--- src/rtl/alu_ctrl_pkg.sv ---
// Purpose : shared ALU control encodings (select, ALUOp, funct) and the sequencer FSM state type.
// Ports   : none (package).
// Latency/backpressure: n/a.
package alu_ctrl_pkg;

  // 3-bit select understood by the external combinational ALU
  localparam logic [2:0] ALU_AND = 3'b000;
  localparam logic [2:0] ALU_OR  = 3'b001;
  localparam logic [2:0] ALU_ADD = 3'b010;
  localparam logic [2:0] ALU_SUB = 3'b110;
  localparam logic [2:0] ALU_SLT = 3'b111;

  // ALUOp field from instruction control
  localparam logic [1:0] ALUOP_ADD   = 2'b00;
  localparam logic [1:0] ALUOP_SUB   = 2'b01;
  localparam logic [1:0] ALUOP_FUNCT = 2'b10;
  localparam logic [1:0] ALUOP_ILL   = 2'b11;

  // R-type funct codes that map onto an ALU select
  localparam logic [5:0] FUNCT_ADD = 6'b100000;
  localparam logic [5:0] FUNCT_SUB = 6'b100010;
  localparam logic [5:0] FUNCT_AND = 6'b100100;
  localparam logic [5:0] FUNCT_OR  = 6'b100101;
  localparam logic [5:0] FUNCT_SLT = 6'b101010;

  typedef enum logic [1:0] {
    ST_IDLE = 2'd0,
    ST_EXEC = 2'd1,
    ST_RESP = 2'd2
  } seq_state_e;

endpackage

--- src/rtl/alu_op_sequencer_if.sv ---
// Purpose : request, ALU-drive and response signal bundle of the ALU op sequencer.
// Ports   : master = sequencer side (drives req_ready, alu_*, rsp_*); slave = control/ALU/consumer side.
// Latency/backpressure: wires only; req and rsp are valid/ready handshakes.
interface alu_op_sequencer_if #(
  parameter int WIDTH = 32
);
  logic             req_valid;
  logic             req_ready;
  logic [1:0]       req_aluop;
  logic [5:0]       req_funct;
  logic [WIDTH-1:0] req_a;
  logic [WIDTH-1:0] req_b;

  logic [WIDTH-1:0] alu_a;
  logic [WIDTH-1:0] alu_b;
  logic [2:0]       alu_sel;
  logic [WIDTH-1:0] alu_result;

  logic             rsp_valid;
  logic             rsp_ready;
  logic [WIDTH-1:0] rsp_result;
  logic             rsp_zero;
  logic             rsp_err;

  modport master (
    input  req_valid, req_aluop, req_funct, req_a, req_b, alu_result, rsp_ready,
    output req_ready, alu_a, alu_b, alu_sel, rsp_valid, rsp_result, rsp_zero, rsp_err
  );

  modport slave (
    output req_valid, req_aluop, req_funct, req_a, req_b, alu_result, rsp_ready,
    input  req_ready, alu_a, alu_b, alu_sel, rsp_valid, rsp_result, rsp_zero, rsp_err
  );
endinterface

--- src/rtl/alu_ctrl_decode.sv ---
// Purpose : combinational (ALUOp, funct) -> ALU select plus illegal-code flag.
// Ports   : aluop_i, funct_i in; sel_o, illegal_o out.
// Latency/backpressure: zero-cycle, no handshake.
module alu_ctrl_decode
  import alu_ctrl_pkg::*;
(
  input  logic [1:0] aluop_i,
  input  logic [5:0] funct_i,
  output logic [2:0] sel_o,
  output logic       illegal_o
);

  always_comb begin
    sel_o     = ALU_ADD;
    illegal_o = 1'b0;
    unique case (aluop_i)
      ALUOP_ADD: sel_o = ALU_ADD;
      ALUOP_SUB: sel_o = ALU_SUB;
      ALUOP_FUNCT: begin
        case (funct_i)
          FUNCT_ADD: sel_o = ALU_ADD;
          FUNCT_SUB: sel_o = ALU_SUB;
          FUNCT_AND: sel_o = ALU_AND;
          FUNCT_OR:  sel_o = ALU_OR;
          FUNCT_SLT: sel_o = ALU_SLT;
          default:   illegal_o = 1'b1;
        endcase
      end
      ALUOP_ILL: illegal_o = 1'b1;
      default:   illegal_o = 1'b1;
    endcase
  end

endmodule

--- src/rtl/alu_op_sequencer.sv ---
// Purpose : issue one decoded op to an external combinational ALU, capture the result, return it with zero/err flags.
// Ports   : clk, rst (sync, active-high); bus (master modport: req/alu/rsp); op_count (completed responses).
// Latency/backpressure: legal op responds WAIT_CYCLES edges after accept, illegal on the accept edge; one op in flight, req_ready low until rsp handshake.
module alu_op_sequencer
  import alu_ctrl_pkg::*;
#(
  parameter int WIDTH       = 32,
  parameter int WAIT_CYCLES = 1,
  parameter int CNT_W       = 16
) (
  input  logic                 clk,
  input  logic                 rst,
  alu_op_sequencer_if.master   bus,
  output logic [CNT_W-1:0]     op_count
);

  // wait counter must be able to hold WAIT_CYCLES itself (it increments past LAST on the capture edge)
  localparam int              WC_W    = $clog2(WAIT_CYCLES + 1);
  localparam logic [WC_W-1:0] WC_LAST = WC_W'(WAIT_CYCLES - 1);

  seq_state_e       state_q, state_d;
  logic [WC_W-1:0]  wcnt_q, wcnt_d;
  logic [WIDTH-1:0] a_q, a_d, b_q, b_d;
  logic [2:0]       sel_q, sel_d;
  logic [WIDTH-1:0] res_q, res_d;
  logic             zero_q, zero_d;
  logic             err_q, err_d;
  logic [CNT_W-1:0] opcnt_q, opcnt_d;

  logic [2:0]       dec_sel;
  logic             dec_illegal;

  alu_ctrl_decode u_decode (
    .aluop_i   (bus.req_aluop),
    .funct_i   (bus.req_funct),
    .sel_o     (dec_sel),
    .illegal_o (dec_illegal)
  );

  always_ff @(posedge clk) begin
    if (rst) begin
      state_q <= ST_IDLE;
      wcnt_q  <= '0;
      a_q     <= '0;
      b_q     <= '0;
      sel_q   <= '0;
      res_q   <= '0;
      zero_q  <= 1'b0;
      err_q   <= 1'b0;
      opcnt_q <= '0;
    end else begin
      state_q <= state_d;
      wcnt_q  <= wcnt_d;
      a_q     <= a_d;
      b_q     <= b_d;
      sel_q   <= sel_d;
      res_q   <= res_d;
      zero_q  <= zero_d;
      err_q   <= err_d;
      opcnt_q <= opcnt_d;
    end
  end

  always_comb begin
    state_d = state_q;
    wcnt_d  = wcnt_q;
    a_d     = a_q;
    b_d     = b_q;
    sel_d   = sel_q;
    res_d   = res_q;
    zero_d  = zero_q;
    err_d   = err_q;
    opcnt_d = opcnt_q;
    unique case (state_q)
      ST_IDLE: begin
        if (bus.req_valid) begin
          if (dec_illegal) begin
            // illegal code skips the ALU entirely; the operand/select registers keep the last legal op
            res_d   = '0;
            zero_d  = 1'b0;
            err_d   = 1'b1;
            state_d = ST_RESP;
          end else begin
            a_d     = bus.req_a;
            b_d     = bus.req_b;
            sel_d   = dec_sel;
            wcnt_d  = '0;
            state_d = ST_EXEC;
          end
        end
      end
      ST_EXEC: begin
        wcnt_d = wcnt_q + WC_W'(1);
        if (wcnt_q == WC_LAST) begin
          res_d   = bus.alu_result;
          zero_d  = (bus.alu_result == '0);
          err_d   = 1'b0;
          state_d = ST_RESP;
        end
      end
      ST_RESP: begin
        if (bus.rsp_ready) begin
          opcnt_d = opcnt_q + CNT_W'(1);
          state_d = ST_IDLE;
        end
      end
      default: state_d = ST_IDLE;
    endcase
  end

  assign bus.req_ready  = (state_q == ST_IDLE);
  assign bus.rsp_valid  = (state_q == ST_RESP);
  assign bus.alu_a      = a_q;
  assign bus.alu_b      = b_q;
  assign bus.alu_sel    = sel_q;
  assign bus.rsp_result = res_q;
  assign bus.rsp_zero   = zero_q;
  assign bus.rsp_err    = err_q;
  assign op_count       = opcnt_q;

endmodule

--- src/flat_wrapper.sv ---
// flat-port wrapper written by rule: the top's interface ports become plain ports
module alu_op_sequencer_flat import alu_ctrl_pkg::*;
#(
  parameter int WIDTH       = 32,
  parameter int WAIT_CYCLES = 1,
  parameter int CNT_W       = 16
)
  (clk, rst, op_count, bus_req_valid, bus_req_aluop, bus_req_funct, bus_req_a, bus_req_b, bus_alu_result, bus_rsp_ready, bus_req_ready, bus_alu_a, bus_alu_b, bus_alu_sel, bus_rsp_valid, bus_rsp_result, bus_rsp_zero, bus_rsp_err);
  alu_op_sequencer_if #(.WIDTH(WIDTH)) bus_i ();
  input  logic clk;
  input  logic rst;
  output logic [CNT_W-1:0] op_count;
  input wire logic [$bits(bus_i.req_valid)-1:0] bus_req_valid;
  input wire logic [$bits(bus_i.req_aluop)-1:0] bus_req_aluop;
  input wire logic [$bits(bus_i.req_funct)-1:0] bus_req_funct;
  input wire logic [$bits(bus_i.req_a)-1:0] bus_req_a;
  input wire logic [$bits(bus_i.req_b)-1:0] bus_req_b;
  input wire logic [$bits(bus_i.alu_result)-1:0] bus_alu_result;
  input wire logic [$bits(bus_i.rsp_ready)-1:0] bus_rsp_ready;
  output wire logic [$bits(bus_i.req_ready)-1:0] bus_req_ready;
  output wire logic [$bits(bus_i.alu_a)-1:0] bus_alu_a;
  output wire logic [$bits(bus_i.alu_b)-1:0] bus_alu_b;
  output wire logic [$bits(bus_i.alu_sel)-1:0] bus_alu_sel;
  output wire logic [$bits(bus_i.rsp_valid)-1:0] bus_rsp_valid;
  output wire logic [$bits(bus_i.rsp_result)-1:0] bus_rsp_result;
  output wire logic [$bits(bus_i.rsp_zero)-1:0] bus_rsp_zero;
  output wire logic [$bits(bus_i.rsp_err)-1:0] bus_rsp_err;
  assign bus_i.req_valid = bus_req_valid;
  assign bus_i.req_aluop = bus_req_aluop;
  assign bus_i.req_funct = bus_req_funct;
  assign bus_i.req_a = bus_req_a;
  assign bus_i.req_b = bus_req_b;
  assign bus_i.alu_result = bus_alu_result;
  assign bus_i.rsp_ready = bus_rsp_ready;
  assign bus_req_ready = bus_i.req_ready;
  assign bus_alu_a = bus_i.alu_a;
  assign bus_alu_b = bus_i.alu_b;
  assign bus_alu_sel = bus_i.alu_sel;
  assign bus_rsp_valid = bus_i.rsp_valid;
  assign bus_rsp_result = bus_i.rsp_result;
  assign bus_rsp_zero = bus_i.rsp_zero;
  assign bus_rsp_err = bus_i.rsp_err;
  alu_op_sequencer #(.WIDTH(WIDTH), .WAIT_CYCLES(WAIT_CYCLES), .CNT_W(CNT_W)) u_core (.clk(clk), .rst(rst), .bus(bus_i), .op_count(op_count));
endmodule
--- config.mk ---
export PLATFORM = sky130hd
export DESIGN_NAME = alu_op_sequencer_flat
export DESIGN_NICKNAME = d
export VERILOG_FILES = /design/src/rtl/alu_ctrl_pkg.sv /design/src/rtl/alu_op_sequencer_if.sv /design/src/rtl/alu_ctrl_decode.sv /design/src/rtl/alu_op_sequencer.sv /design/src/flat_wrapper.sv
export SDC_FILE = /design/constraint.sdc
export NUM_CORES = 1
export LEC_CHECK = 0
export ABC_AREA = 1
export CAP_MARGIN = 40
export CORE_ASPECT_RATIO = 1.2
export CORE_UTILIZATION = 36
export DETAILED_ROUTE_END_ITERATION = 7
export MAX_ROUTING_LAYER = met4
export PLACE_DENSITY = 0.73
export SLEW_MARGIN = 25
export SYNTH_ARGS = -nofsm -noshare
export SYNTH_HDL_FRONTEND = slang
export SYNTH_SLANG_ARGS = --single-unit
--- constraint.sdc ---
create_clock -name clk -period 1.8 [get_ports clk]
set_clock_uncertainty 0.2 [all_clocks]
set_input_delay 0.36 -clock clk [delete_from_list [all_inputs] [get_ports clk]]
set_output_delay 0.36 -clock clk [all_outputs]
set_load 0.1 [all_outputs]
==> impl_metrics.tcl, run 1 <==
set metrics [dict create \
    status "complete, but fails checks" \
    failed_checks "negative setup slack" \
    antenna_cells 0 \
    maxSlewHeadroom_pct 76.9 \
    grt_max_degree 61 \
    synth_seq_cells 120 \
    drc 0 \
    slew_violations 0 \
    place.gp.congestion 0.904 \
    ys_top_cells_by_count "nor2_1 (262), nand2_1 (246), inv_1 (138), dfxtp_1 (120), nand3_1 (26)" \
    first_iter_violations 361 \
    yosysTopAreaCell "dfxtp_1" \
    vias_per_cell 4.35 \
    area_growth_pct 84.8 \
    period_minus_slack_ns 1.88 \
    overflow 0 \
    ios 227 \
    grt_pass1_vias 5268 \
    die_area_um2 15900 \
    synth_cells 892 \
    cts_tree "done" \
    numCtsBuffers 17 \
    path_cells "clkdlybuf4s50_1 -> a21oi_1 -> nand2_1 -> nand3_4 -> nand4_4 -> buf_12 -> buf_12 -> nand2_1 -> nand2_1 -> nor2_1" \
    synth_flop_cell "dfxtp_1" \
    required_ns 1.91 \
    p_per_area_nw_per_um2 1030 \
    grt_usage_pct 21.2 \
    antenna_found_initial 0 \
    path_max_fanout 21 \
    dieHeight_um 138 \
    syn_area_per_cell_um2 6.20 \
    ir_drop_mv 0.720 \
    cts_root_buf "clkbuf_16" \
    grt_pass1_wl_mm 25.0 \
    synth.area.top_cells "dfxtp_1 (43%), nor2_1 (18%), nand2_1 (17%)" \
    drv_cap 0 \
    slowest_delay_ns 0.44 \
    core_um2 15000 \
    max_freq_ghz 0.532 \
    syn-num-nets 1004 \
    hp-class "input pin to register" \
    use_met1_pct 22.1 \
    post-route-util_pct 68.1 \
    nFillCells 1212 \
    cp-startpoint "bus_req_funct[3]" \
    p_leak_nw 4.82 \
    port_buffers 226 \
    place_inst 1310 \
    multi_input_area_um2 2490 \
    arrival_ns 1.99 \
    die_x_um 115 \
    ys_seq_area_share_pct 43.4 \
    critPathCaptureType "register" \
    synth_top_area_share_pct 43.4 \
    regArea_um2 2430 \
    h-tree-depth 4 \
    fin_crit_sh_pct 104 \
    pre_cts_ws_ns -0.459 \
    ant_nets 0 \
    total_power_w 0.0105 \
    stdcell_count 1349 \
    cp_top_family "buffers and inverters" \
    wl_per_cell_um 13.1 \
    clock_latency_ns 0.41 \
    dr.pass1.iters 5 \
    yosysMostFrequentCell "nor2_1" \
    synth_edf_count 0 \
    crit_cells 10 \
    clock-sinks 120 \
    worst-setup-path-type "input pin to register" \
    place_hpwl_mm 12.2 \
    start_util_pct 36.8 \
    regToRegSetupSlack_ns 0 \
    cpMaxStageDelayCell "clkdlybuf4s50_1" \
    crit_top_cell "nand2_1" \
    setup_viol 1 \
    tightest_slew_ns 0.345 \
    ys_warn_count 0 \
    drive_gt1_share_pct 19.1 \
    syn-cell-area_um2 5530 \
    path_clk_slew_ns 0.06 \
    busiest_layer "met2" \
    start_kind "input pin" \
    num_rows 49 \
    cp_num_buf_inv 3 \
    layout_setup_ws_ns -0.0782 \
    hold_buffers 0 \
    use_met2_pct 37.1 \
    async_flop_share_pct 0 \
    nets 1246 \
    gr-usage-met3_pct 5.02 \
    r2r-end "u_core.bus.alu_a[11]" \
    drt-total-wl_mm 17.7 \
    r2r_cells 8 \
    setup.worst_path.end "u_core.bus.alu_a[11]" \
    final.setup.tns_ns -0.0782 \
    synthDistinctLibCells 29 \
    hold_violations 0 \
    reg2reg_from "u_core.state_q[1]" \
    num_vias 5864 \
    clockBufferDepth 2 \
]
==> metal layers <==
| layer | up-vias | routed length (µm) | share of wire [%] |
|---|---|---|---|
| met5 | - | 0 | 0 |
| met3 | 44 | 858 | 4.8 |
| met1 | 2536 | 7020 | 40 |
| met4 | 0 | 622 | 3.5 |
| li1 | 3096 | - | - |
| met2 | 188 | 9200 | 52 |
==> cells in the final DEF, fill, tap and decap left out, drive strengths merged, types with 5 or more instances in the layout <==
| cell | n |
|---|---|
| nand3 | 28 |
| buf | 148 |
| dlymetal6s2s | 5 |
| inv | 142 |
| o21ai | 7 |
| nor2 | 264 |
| dfxtp | 120 |
| clkdlybuf4s50 | 101 |
| nor3 | 8 |
| a21oi | 17 |
| clkbuf | 28 |
| nand2 | 247 |
| nand4 | 10 |
==> worst min path at each step <==
stage,startpoint,to,slack [ns],depth (start not counted)
after floorplan,rst,u_core.op_count[7],0.23,1
after global placement,u_core.op_count[5],u_core.op_count[6],0.29,2
after detailed placement,u_core.op_count[5],u_core.op_count[6],0.30,2
after CTS,bus_req_a[14],u_core.bus.alu_a[14],0.31,3
after global routing,bus_req_funct[5],u_core.bus.alu_sel[0],0.20,5
final,bus_req_funct[5],u_core.bus.alu_sel[0],0.20,5
==> state kept, by name, summed over array words and instances, names as in the netlist <==
register	cells
u_core.op_count	16
u_core.bus.alu_sel	3
u_core.bus.rsp_result	32
u_core.state_q	2
u_core.bus.rsp_err	1
u_core.bus.rsp_zero	1
u_core.bus.alu_a	32
u_core.bus.alu_b	32
u_core.wcnt_q	1
==> logic make-up after synthesis <==
| kind of cell | Yosys count | share of synthesized area [%] |
|---|---|---|
| xor gates and xnor gates | 2 | 0.317 |
| and+or+nand+nor | 558 | 39.8 |
| adders and majority gates | 4 | 0.905 |
| buffers and inverters | 180 | 12.7 |
| DFF | 120 | 43.4 |
| AOI/OAI and AO/OA | 28 | 2.92 |
==> worst reg2reg max path, cell delays in order, from the launching register on <==
cell and delay (ns):
dfxtp_4 0.37, nor2_4 0.15, buf_4 0.16, nand4_4 0.13, buf_12 0.18, buf_12 0.15
nand2_1 0.08, nand2_1 0.06, nor2_1 0.21
==> report_power, final <==
group          internal, W  switching, W
logic              0.00151       0.00255
registers          0.00290      0.000257
clock network      0.00207       0.00120
==> cell type report <==
cell class / count / area share [%]
Sequential cell: 120 / 23.8
Clock buffer: 23 / 4.88
Multi-Input combinational cell: 592 / 24.4
Timing Repair Buffer: 260 / 38.5
Clock inverter: 7 / 0.661
Tap cell: 204 / 2.50
Inverter: 143 / 5.29
==> repair_timing <==
| action | 4_1_cts | 5_1_grt |
|---|---|---|
| pin swaps | 1 | 8 |
| gates cloned | 0 | 6 |
| resized for setup | 3 | 14 |
| setup endpoints to repair | 8 | 71 |
| buffers inserted | 1 | 2 |
==> per-stage QoR <==
stage | cell area, µm² | hold slack (ns)
2_1_floorplan | 5680 | 0.231
3_3_place_gp | 9420 | 0.294
3_5_place_dp | 9420 | 0.299
4_1_cts | 10000 | 0.306
5_1_grt | 10200 | 0.202
6_report | 10200 | 0.204
No activity file was read; power rests on OpenSTA's default activity.
==> run 2: changes to the inputs <==
Settings changed: PLACE_DENSITY 0.73 to not set, PLACE_DENSITY_LB_ADDON set to 0.3.
==> impl_metrics.tcl, run 2 (synthesized netlist as in run 1, its figures left out) <==
set metrics [dict create \
    grt_usage_pct 20.7 \
    required_ns 1.24 \
    slew_violations 0 \
    num_rows 49 \
    holdWs_ns 0.258 \
    first_iter_violations 425 \
    hold_buffers 0 \
    ios 227 \
    drc 0 \
    final.setup.tns_ns 0 \
    dr.pass1.iters 6 \
    numCtsBuffers 17 \
    p_seq_share_pct 29.1 \
    maxSlewHeadroom_pct 74.6 \
    grt_max_degree 77 \
    die_x_um 115 \
    p_per_area_nw_per_um2 1050 \
    cts_tree "done" \
    layout_common_cells "nor2_1 (258), nand2_1 (246), inv_1 (137)" \
    postPlaceCellArea_um2 9400 \
    clock-sinks 120 \
    setup_viol 0 \
    wl_per_cell_um 12.7 \
    core_um2 15000 \
    critPathCaptureType "primary output" \
    clockPowerShare_pct 33.6 \
    hp-class "input pin to register" \
    die_area_um2 15900 \
    hold_violations 0 \
    h-tree-depth 4 \
    p_comb_share_pct 37.3 \
    p_sw_w 0.00398 \
    drv_cap 0 \
    path_clk_slew_ns 0.05 \
    overflow 0 \
    clockBufferDepth 2 \
    place_hpwl_mm 11.8 \
    ir_drop_mv 0.647 \
    max_freq_ghz 0.576 \
    final_common_cell "nor2_1" \
    place.gp.congestion 0.839 \
    antenna_found_initial 0 \
    clock_latency_ns 0.40 \
    total_power_w 0.0109 \
    p_int_w 0.00688 \
    period_minus_slack_ns 1.73 \
    drive_gt1_share_pct 19.2 \
    post-route-util_pct 68.5 \
    nets 1247 \
    start_util_pct 36.8 \
    drt-total-wl_mm 17.2 \
    p_sw_share_pct 36.6 \
    area_growth_pct 86.0 \
    grt_pass1_vias 5120 \
    worst-setup-path-type "register to primary output" \
    dieHeight_um 138 \
    arrival_ns 1.17 \
    r2r_cells 7 \
    num_vias 5859 \
    hold_depth 5 \
    ant_nets 0 \
    port_buffers 226 \
    status "completed" \
    grt_pass1_wl_mm 24.5 \
    vias_per_cell 4.33 \
    fin_crit_sh_pct 96.4 \
    design_area_um2 10300 \
    cts_root_buf "clkbuf_16" \
    start_kind "register" \
    tightest_slew_ns 0.378 \
    p_leak_nw 4.86 \
    path_max_fanout 4 \
]
run 2: cell types whose count changed in the layout (fill, tap and decap cells not counted), moves of 2 or more:
cell | before | now
buf_4 | 18 | 21
bufinv_16 | 1 | 4
clkinvlp_4 | 3 | 0
buf_12 | 129 | 127
clkbuf_1 | 2 | 4
run 2: final cells by class:
cell class | instances | area, µm²
Fill cell | 1190 | 4730
Timing Repair Buffer | 261 | 3930
Multi-Input combinational cell | 592 | 2500
Sequential cell | 120 | 2430
Inverter | 143 | 541
Clock buffer | 24 | 493
Tap cell | 204 | 255
Clock inverter | 8 | 140
Antenna cell | 1 | 2.50
run 2: layer usage:
layer	up-vias	track usage (%)	part of all wire, %
li1	3108	-	-
met4	0	7.22	1.5
met5	-	-	0
met2	155	35.5	52
met1	2580	23.1	42
met3	16	5.76	4.9
run 2: repair_timing:
action / 4_1_cts / 5_1_grt
pin swaps: 1 / 7
hold endpoints to repair: 0 / 0
buffers inserted: 0 / 4
gates resized for setup: 2 / 22
gates cloned: 0 / 5
setup endpoints to repair: 20 / 95
run 2: stage by stage:
| step | setup slack (ns) | instances |
|---|---|---|
| floorplan | -0.104 | 892 |
| global placement | -0.392 | 1311 |
| detailed placement | -0.462 | 1311 |
| CTS | 0.00130 | 1343 |
| global route | -0.00767 | 1352 |
| finish | 0.0651 | 1353 |
run 2: worst paths after layout:
| check | from | to | slack [ns] |
|---|---|---|---|
| worst max register to register | u_core.state_q[1] | u_core.bus.alu_a[25] | 0.13 |
| worst min-delay path | bus_req_funct[2] | u_core.bus.alu_sel[0] | 0.26 |
| worst max-delay path | u_core.state_q[1] | bus_rsp_valid | 0.07 |
| worst min register to register | u_core.op_count[13] | u_core.op_count[13] | 0.31 |
run 2: power by group through the flow:
stage / Clock, W / Combinational, W / Sequential [W]
after floorplan: 0 / 0.000822 / 0.00477
after global placement: 0 / 0.00390 / 0.00320
after detailed placement: 0 / 0.00393 / 0.00321
after CTS: 0.00372 / 0.00394 / 0.00315
after global routing: 0.00384 / 0.00425 / 0.00318
final: 0.00365 / 0.00405 / 0.00315
run 2: critical path, cell delays in order, from the launching register on:
cell and delay, ns:
dfxtp_4 0.38, inv_1 0.08, nor2_4 0.12, buf_12 0.18
